$ cat src/rtl/pid_core.sv
// pid_core: 8-bit PID controller, one sample per 6 cycles, one shared multiplier.
// Ports: clk, reset (sync, active-high), params/params_ok (SPI parameter word),
//   pv/pv_valid (process sample in), out/out_valid (actuator command), busy.
module pid_core (
  input  logic        clk,
  input  logic        reset,
  input  logic [31:0] params,
  input  logic        params_ok,
  input  logic [7:0]  pv,
  input  logic        pv_valid,
  output logic [7:0]  out,
  output logic        out_valid,
  output logic        busy
);

  typedef enum logic [2:0] {
    S_IDLE,
    S_ERR,
    S_P,
    S_I,
    S_D,
    S_OUT
  } state_t;

  localparam logic [31:0] SHADOW_RST = 32'h4A23_0010;

  state_t             state_q;
  logic [31:0]        shadow_q;
  logic [7:0]         pv_q;
  logic signed [8:0]  e_q;
  logic signed [8:0]  eprev_q;
  logic signed [9:0]  dlt_q;
  logic signed [15:0] integ_q;
  logic signed [23:0] acc_q;
  logic [7:0]         out_q;
  logic               out_valid_q;
  logic               busy_q;

  logic [7:0] sp;
  logic [3:0] kp, ki, kd, shift;
  logic [7:0] bias;

  assign sp    = shadow_q[31:24];
  assign kp    = shadow_q[23:20];
  assign ki    = shadow_q[19:16];
  assign kd    = shadow_q[15:12];
  assign shift = shadow_q[11:8];
  assign bias  = shadow_q[7:0];

  // Error path, evaluated in ERR
  logic signed [8:0]  e_d;
  logic signed [9:0]  dlt_d;
  logic signed [16:0] isum;
  logic signed [15:0] integ_d;

  assign e_d   = $signed({1'b0, sp}) - $signed({1'b0, pv_q});
  assign dlt_d = $signed({e_d[8], e_d}) - $signed({eprev_q[8], eprev_q});
  assign isum  = $signed({integ_q[15], integ_q})
               + $signed({{8{e_d[8]}}, e_d});

  // Saturate: overflow when the two top bits of the 17-bit sum disagree
  always_comb begin
    integ_d = isum[15:0];
    if (isum[16] != isum[15]) begin
      integ_d = isum[16] ? 16'sh8000 : 16'sh7FFF;
    end
  end

  // Shared multiplier: unsigned 4-bit coefficient x signed 16-bit operand
  logic [3:0]         mul_k;
  logic signed [15:0] mul_op;
  logic signed [20:0] prod;
  logic signed [23:0] prod_x;

  always_comb begin
    mul_k  = 4'd0;
    mul_op = 16'sd0;
    unique case (state_q)
      S_P: begin
        mul_k  = kp;
        mul_op = {{7{e_q[8]}}, e_q};
      end
      S_I: begin
        mul_k  = ki;
        mul_op = integ_q;
      end
      S_D: begin
        mul_k  = kd;
        mul_op = {{6{dlt_q[9]}}, dlt_q};
      end
      default: begin
        mul_k  = 4'd0;
        mul_op = 16'sd0;
      end
    endcase
  end

  assign prod   = $signed({17'd0, mul_k}) * $signed({{5{mul_op[15]}}, mul_op});
  assign prod_x = {{3{prod[20]}}, prod};

  // Output stage: floor shift, add bias, clamp to 0..255
  logic signed [23:0] acc_sh;
  logic signed [24:0] u;
  logic [7:0]         u_clamp;

  assign acc_sh = acc_q >>> shift;
  assign u      = $signed({acc_sh[23], acc_sh}) + $signed({17'd0, bias});

  always_comb begin
    u_clamp = u[7:0];
    if (u[24]) begin
      u_clamp = 8'd0;
    end else if (|u[23:8]) begin
      u_clamp = 8'd255;
    end
  end

  always_ff @(posedge clk) begin
    if (reset) begin
      state_q     <= S_IDLE;
      shadow_q    <= SHADOW_RST;
      pv_q        <= 8'd0;
      e_q         <= 9'sd0;
      eprev_q     <= 9'sd0;
      dlt_q       <= 10'sd0;
      integ_q     <= 16'sd0;
      acc_q       <= 24'sd0;
      out_q       <= 8'd0;
      out_valid_q <= 1'b0;
      busy_q      <= 1'b0;
    end else begin
      out_valid_q <= 1'b0;
      unique case (state_q)
        S_IDLE: begin
          if (pv_valid) begin
            pv_q    <= pv;
            busy_q  <= 1'b1;
            state_q <= S_ERR;
            if (params_ok) begin
              shadow_q <= params;
            end
          end
        end
        S_ERR: begin
          e_q     <= e_d;
          dlt_q   <= dlt_d;
          integ_q <= integ_d;
          state_q <= S_P;
        end
        S_P: begin
          acc_q   <= prod_x;
          state_q <= S_I;
        end
        S_I: begin
          acc_q   <= acc_q + prod_x;
          state_q <= S_D;
        end
        S_D: begin
          acc_q   <= acc_q + prod_x;
          state_q <= S_OUT;
        end
        S_OUT: begin
          out_q       <= u_clamp;
          out_valid_q <= 1'b1;
          eprev_q     <= e_q;
          busy_q      <= 1'b0;
          state_q     <= S_IDLE;
        end
        default: begin
          state_q <= S_IDLE;
          busy_q  <= 1'b0;
        end
      endcase
    end
  end

  assign out       = out_q;
  assign out_valid = out_valid_q;
  assign busy      = busy_q;

endmodule

$ cat config.mk
export PLATFORM = sky130hd
export DESIGN_NAME = pid_core
export DESIGN_NICKNAME = d
export VERILOG_FILES = /design/src/rtl/pid_core.sv
export SDC_FILE = /design/constraint.sdc
export NUM_CORES = 1
export LEC_CHECK = 0
export BUFFER_PORTS_ARGS = -buffer_cell sky130_fd_sc_hd__buf_4
export CAP_MARGIN = 20
export CORE_MARGIN = 2
export CORE_UTILIZATION = 64
export CTS_CLUSTER_DIAMETER = 40
export DETAILED_ROUTE_END_ITERATION = 10
export PLACE_DENSITY = 0.82
export SLEW_MARGIN = 30
export SYNTH_ARGS = -nofsm -noshare
export SYNTH_HDL_FRONTEND = slang
export SYNTH_SLANG_ARGS = --single-unit
$ cat constraint.sdc
create_clock -name clk -period 9.2 [get_ports clk]
set_input_delay 1.38 -clock clk [delete_from_list [all_inputs] [get_ports clk]]
set_output_delay 1.38 -clock clk [all_outputs]
set_load 0.01 [all_outputs]
==> results of run 1 <==
-- final cells by class --
type / instances / area (µm²)
Clock inverter: 14 / 186.4
Multi-Input combinational cell: 1200 / 8711
Fill cell: 1365 / 5070
Sequential cell: 121 / 2424
Inverter: 123 / 461.7
Timing Repair Buffer: 69 / 518.0
Clock buffer: 18 / 429.2
Tap cell: 229 / 286.5
-- placed cells by master, fill, tap and decap left out, types with 10 or more instances in the layout --
cell type and n:
a211oi_1 14, a21o_1 27, a21oi_1 153, a31oi_1 15, and3_1 12, buf_4 69, clkbuf_16 17, dfxtp_1 120
fa_1 38, ha_1 109, inv_1 121, maj3_1 15, mux2_2 10, mux2i_1 42, mux4_2 15, nand2_1 186
nand2b_1 15, nand3_1 22, nor2_1 157, nor2b_1 14, nor3_1 22, o211ai_1 10, o21a_1 17, o21ai_0 73
o21bai_1 10, or2_2 22, xnor2_1 41, xor2_1 23
-- flip-flops by register name, summed over array words and instances (netlist names) --
name	count
e_q	9
out	8
integ_q	16
busy	1
eprev_q	9
pv_q	8
dlt_q	10
state_q	3
shadow_q	32
acc_q	24
out_valid	1
-- critical path, cell delays in order (launching register included) --
cell	delay, ns
dfxtp_1	0.53
nand2b_1	0.58
nor2_1	0.17
a21oi_2	0.53
nor2_1	0.12
ha_1	0.30
inv_1	0.06
fa_1	0.50
fa_1	0.54
inv_1	0.04
ha_1	0.34
a211oi_1	0.31
o21ai_0	0.17
a31oi_1	0.32
o211a_1	0.24
o21ai_0	0.12
xor2_1	0.16
ha_1	0.33
a21oi_1	0.23
inv_1	0.08
o311ai_1	0.38
a21oi_1	0.18
a2111oi_0	0.52
nor2_1	0.17
mux2i_1	0.17
o31a_1	0.28
-- routing by layer --
| layer | track usage [%] | part of all wire (%) |
|---|---|---|
| met5 | 0 | 0 |
| met4 | 11.48 | 2.9 |
| met3 | 4.444 | 4.3 |
| met2 | 53.79 | 50 |
| met1 | 36.55 | 43 |
-- power by group through the flow --
stage | Sequential (mW) | Clock (mW) | Combinational [mW]
floorplan | 0.609 | 0 | 0.529
global placement | 0.629 | 0 | 0.639
detailed placement | 0.631 | 0 | 0.659
CTS | 0.621 | 0.715 | 0.668
global route | 0.629 | 0.739 | 0.747
finish | 0.624 | 0.713 | 0.672
-- through the flow --
step / cells / area (µm²) / setup slack (ns) / total power, mW
after floorplan: 1515 / 11870 / 2.246 / 1.139
after global placement: 1742 / 12370 / 1.707 / 1.269
after detailed placement: 1742 / 12380 / 1.435 / 1.291
after CTS: 1774 / 13000 / 1.388 / 2.004
after global routing: 1774 / 13020 / 0.9925 / 2.115
final: 1774 / 13020 / 1.695 / 2.009
-- worst paths after layout --
| check | to | depth (start not counted) |
|---|---|---|
| worst min register to register | dlt_q[5] | 2 |
| worst max-delay path | acc_q[23] | 25 |
| worst min-delay path | dlt_q[5] | 2 |
| worst max register to register | acc_q[23] | 25 |
-- cells by family after synthesis --
| kind of cell | count (synthesis) |
|---|---|
| flip-flops | 121 |
| adder cells (fa/ha/maj) | 162 |
| multiplexers | 77 |
| AO/OA/AOI/OAI | 404 |
| buffers and inverters | 194 |
| AND/OR/NAND/NOR | 493 |
| XOR/XNOR | 64 |
==> impl_metrics.py, run 1 <==
metrics = {
    "detailed_routing": {
        "firstDrtPassIters": 8,
        "antenna_left": 0,
        "drt-initial-drc-count": 792,
        "vias": 10830,
        "vias_per_cell": 6.107,
        "routedWlPerCell_um": 16.44,
        "routed_wirelength_um": 29160,
        "drc": 2,
    },
    "power_and_ir_drop": {
        "ir_drop_mv": 0.1808,
        "p_sw_share_pct": 35.70,
        "combPwrFrac_pct": 33.4,
        "powerDensity_nw_per_um2": 154.3,
        "pwr-share-seq_pct": 31.0,
        "intPower_mw": 1.292,
        "clockPowerShare_pct": 35.5,
        "p_sw_mw": 0.7171,
        "leakagePower_nw": 5.729,
    },
    "synthesis": {
        "syn_nets": 1706,
        "synth_top_cell_by_area": "dfxtp_1",
        "synth_top_family_by_area": "compound AO/OA/AOI/OAI gates",
        "synth.top_cell.area_share_pct": 20.41,
        "synth_fa_ha_area_share_pct": 19.17,
        "synthXorXnorAreaFrac_pct": 4.723,
        "synthArstFlopShare_pct": 0,
        "synthCells": 1515,
        "synth_ff_type": "dfxtp_1",
        "synth_compound_area_share_pct": 21.40,
        "synth_edf_count": 0,
        "synth.most_common_cell": "nand2_1",
        "synthMuxAreaShare_pct": 9.141,
        "avgSynthCellArea_um2": 7.833,
        "synth-warning-count": 0,
        "yosys.area_share.simple_pct": 18.66,
        "seq_area_frac_synth_pct": 20.41,
        "ys_ff_latch": 121,
        "syn_area_um2": 11870,
        "synth_cell_types": 79,
        "synthTopCellsByCount": "nand2_1, nor2_1, a21oi_1",
        "synth.area.top_cells": "dfxtp_1, ha_1, a21oi_1",
    },
    "setup_path": {
        "start_kind": "flop",
        "startpoint": "state_q[2]",
        "crit_type": "flop to flop",
        "crit_path_end_kind": "flop",
        "r2r-start": "state_q[2]",
        "cp_max_fo": 19,
        "cp.arrival_ns": 7.82,
        "r2r_setup_slack_ns": 1.70,
        "crit_required_ns": 9.52,
    },
    "layout": {
        "diodes": 0,
        "final_nets": 1723,
        "drive_above_1_share_pct": 10.94,
        "area_growth_pct": 9.678,
        "utilization_pct": 71.97,
    },
    "clocking": {
        "cts_made_buffers": 17,
        "path_clk_slew_ns": 0.06,
        "cts.htree.levels": 4,
        "postCtsHoldBufs": 0,
        "cts_resized": 0,
        "root_buffer": "clkbuf_16",
        "cts_sinks": 121,
        "post_cts_buffers": 0,
        "worstSkewPairLatency_ns": 0.43,
        "cts_tree": "yes",
        "clock_path_buffers": 2,
    },
    "timing": {
        "hold_viol_final": 0,
        "slew_headroom_pct": 33.16,
        "worst_slew_pin_slew_ns": 0.9964,
        "finalCritPeriodShare_pct": 81.57,
        "fin_crit_ns": 7.505,
        "fin_hold_ws_ns": 0.4552,
        "slew_viol_final": 0,
        "setup_total_negative_slack_ns": 0,
        "fmax_ghz": 0.1333,
        "rsz0062_at_grt": "false",
        "setup_viol": 0,
        "skew_ns": 0.01220,
    },
    "global_routing": {
        "track_usage_pct": 30.07,
        "grt_overflow": 0,
        "grt_pass1_wl_um": 48970,
        "grt_max_degree": 88,
        "grt_pass1_vias": 10450,
        "antenna_found_initial": 0,
    },
    "placement": {
        "dpl.hpwl_um": 21380,
        "gp_congestion": 0.8881,
        "portBuffers": 53,
    },
    "worst_hold_path": {
        "hold_start": "dlt_q[5]",
        "hold_class": "flop to flop",
    },
    "floorplan": {
        "dieArea_um2": 19650,
        "start_util_pct": 65.62,
        "floorplan.rows": 49,
        "core_um2": 18090,
        "die_w_um": 140.2,
        "dieHeight_um": 140.2,
        "floorplan.io_pins": 54,
    },
    "outcome": {
        "status": "finished with violations",
        "violations": "design-rule violations",
    },
    "flow_run": {
        "maxCapViolations": 0,
    },
}
Note: power is estimated with default switching activity, not from simulation.
==> inputs of run 2 (changes only) <==
clock period = 7.2 ns   (was 9.2 ns; I/O delays follow)
==> run 2 against run 1 <==
The flow still finishes with violations (design-rule violations). First-iteration DRC count is 31% lower. Combinational power is 26% higher. Critical endpoint unchanged. Design area hardly changed. Die area stayed put. Register-to-register slack worse by 1.3 ns. Sequential share of layout area hardly changed. Sequential power is 28% higher. Clock power is 22% higher. Count of clock-buffer cells in the layout stayed put. Total power is 25% higher. Clock skew is 0.0067 ns higher. Worst setup slack worse by 1.3 ns.
==> impl_metrics.py, run 2 (same netlist as run 1, synthesis figures left out) <==
metrics = {
    "outcome": {
        "status": "finished with violations",
        "violations": "design-rule violations",
    },
    "layout": {
        "diodes": 0,
        "largest_reg_flops": 32,
        "drive_above_1_share_pct": 11.31,
        "area_growth_pct": 9.720,
        "regMostFlops": "shadow_q",
        "reg_top3": "shadow_q: 32 flops, acc_q: 24 flops, integ_q: 16 flops",
        "layout_commonest_cell": "nand2_1",
        "final_cell_mix": "nand2_1, nor2_1, a21oi_1",
        "utilization_pct": 72.00,
        "final_nets": 1725,
        "layoutNonFillerInstCount": 1776,
        "design_area_um2": 13020,
    },
    "global_routing": {
        "grt_pass1_vias": 10380,
        "antenna_found_initial": 0,
        "track_usage_pct": 29.47,
        "grt_max_degree": 75,
        "grt_pass1_wl_um": 48330,
        "grt_overflow": 0,
    },
    "detailed_routing": {
        "drt-initial-drc-count": 546,
        "routed_wirelength_um": 28500,
        "route.met3.wl_um": 1183,
        "vias": 10750,
        "vias_per_cell": 6.052,
        "top_layer": "met4",
        "antenna_left": 0,
        "drc": 2,
        "routedWlPerCell_um": 16.05,
        "met1Wirelength_um": 12620,
        "firstDrtPassIters": 9,
        "wl_met2_um": 14120,
    },
    "power_and_ir_drop": {
        "p_sw_mw": 0.9194,
        "leakagePower_nw": 5.718,
        "pwr-share-seq_pct": 31.8,
        "ir_drop_mv": 0.1851,
        "p_sw_share_pct": 36.55,
        "intPower_mw": 1.596,
        "powerDensity_nw_per_um2": 193.2,
        "clockPowerShare_pct": 34.5,
        "combPwrFrac_pct": 33.8,
    },
    "clocking": {
        "worstSkewPairLatency_ns": 0.43,
        "root_buffer": "clkbuf_16",
        "path_clk_slew_ns": 0.06,
        "cts_resized": 1,
        "post_cts_buffers": 0,
        "clock_path_buffers": 2,
        "cts.htree.levels": 4,
        "cts_sinks": 121,
        "cts_made_buffers": 17,
        "postCtsHoldBufs": 0,
        "cts_tree": "yes",
    },
    "setup_path": {
        "crit_required_ns": 7.51,
        "cp.depth": 25,
        "cp.arrival_ns": 7.08,
        "critical-path-max-stage-delay_ns": 0.58,
        "crit_type": "flop to flop",
        "start_kind": "flop",
        "crit_buf_inv": 4,
        "cpLargestDelayFamily": "compound AO/OA/AOI/OAI gates",
        "crit_path_end_kind": "flop",
        "r2r_cells": 25,
        "slowest_stage": "dfxtp_1",
        "cp_max_fo": 13,
    },
    "placement": {
        "portBuffers": 53,
        "gp_congestion": 0.8932,
        "dpl.hpwl_um": 21400,
        "dp.cells": 1744,
        "placed_cell_area_um2": 12390,
    },
    "timing": {
        "worst_slew_pin_slew_ns": 0.9570,
        "slew_viol_final": 0,
        "fin_crit_ns": 6.771,
        "setup_total_negative_slack_ns": 0,
        "skew_ns": 0.01894,
        "finalCritPeriodShare_pct": 94.04,
        "slew_headroom_pct": 36.20,
        "rsz0062_at_grt": "false",
        "fmax_ghz": 0.1477,
        "hold_viol_final": 0,
        "setup_viol": 0,
    },
    "floorplan": {
        "dieHeight_um": 140.2,
        "core_um2": 18090,
        "die_w_um": 140.2,
        "floorplan.rows": 49,
        "dieArea_um2": 19650,
        "floorplan.io_pins": 54,
        "start_util_pct": 65.62,
    },
    "flow_run": {
        "maxCapViolations": 0,
    },
    "worst_hold_path": {
        "whs_path_depth": 2,
        "hold_class": "flop to flop",
    },
}
[run 2: cell types whose count changed in the layout (fill, tap and decap cells not counted), sizes merged]
cell	change
inv	+3
buf	+2
bufinv	-2
clkinv	-1
[run 2: power by group through the flow]
stage                     sequential (mW)  clock (mW)  combinational (mW)
after detailed placement            0.810           0               0.837
after CTS                           0.796       0.869               0.845
after floorplan                     0.779           0               0.676
after global routing                0.806       0.894               0.949
after global placement              0.808           0               0.813
final                               0.799       0.867               0.850
[run 2: worst reg2reg max path, cell delays in order, from the launching register on]
cell and delay [ns]:
dfxtp_1 0.58, nor3b_2 0.14, a21oi_1 0.47, buf_4 0.29, nor2_1 0.07, ha_1 0.31
fa_1 0.55, inv_1 0.06, fa_1 0.52, inv_1 0.04, ha_1 0.20, nor3_1 0.27
o21ai_0 0.19, a31oi_2 0.27, o211a_1 0.24, o21ai_0 0.13, xor2_1 0.17, ha_1 0.34
a21oi_1 0.21, inv_1 0.09, o311ai_2 0.31, a21oi_1 0.20, a2111oi_2 0.44, nor3b_1 0.12
o21a_1 0.18, o31a_1 0.29
[run 2: path summary, 6_finish.rpt]
kind	from	end	slack [ns]
min	dlt_q[4]	dlt_q[4]	0.45
min reg2reg	dlt_q[4]	dlt_q[4]	0.45
max	state_q[1]	acc_q[23]	0.43
max reg2reg	state_q[1]	acc_q[23]	0.43
[run 2: final cells by class]
class / instances / area, µm²
multi-input combinational: 1200 / 8717
clock inverter: 14 / 151.4
fill: 1363 / 5065
sequential: 121 / 2429
clock buffer: 18 / 439.2
inverter: 123 / 461.7
tap: 229 / 286.5
timing repair buffer: 71 / 536.8
[run 2: per-layer routing]
metal,vias to the layer above,GRT usage (%)
met5,-,0
met4,0,9.516
met3,47,3.829
met2,263,52.89
met1,5076,36.72
li1,5363,-
[run 2: per-stage QoR]
stage                     setup slack [ns]  hold slack (ns)  power [mW]
after detailed placement           0.05630           0.4491       1.647
after CTS                          0.09223           0.4556       2.510
final                               0.4291           0.4549       2.515
after floorplan                     0.2456           0.4322       1.455
after global placement              0.4619           0.4410       1.621
after global routing               0.03250           0.4691       2.649
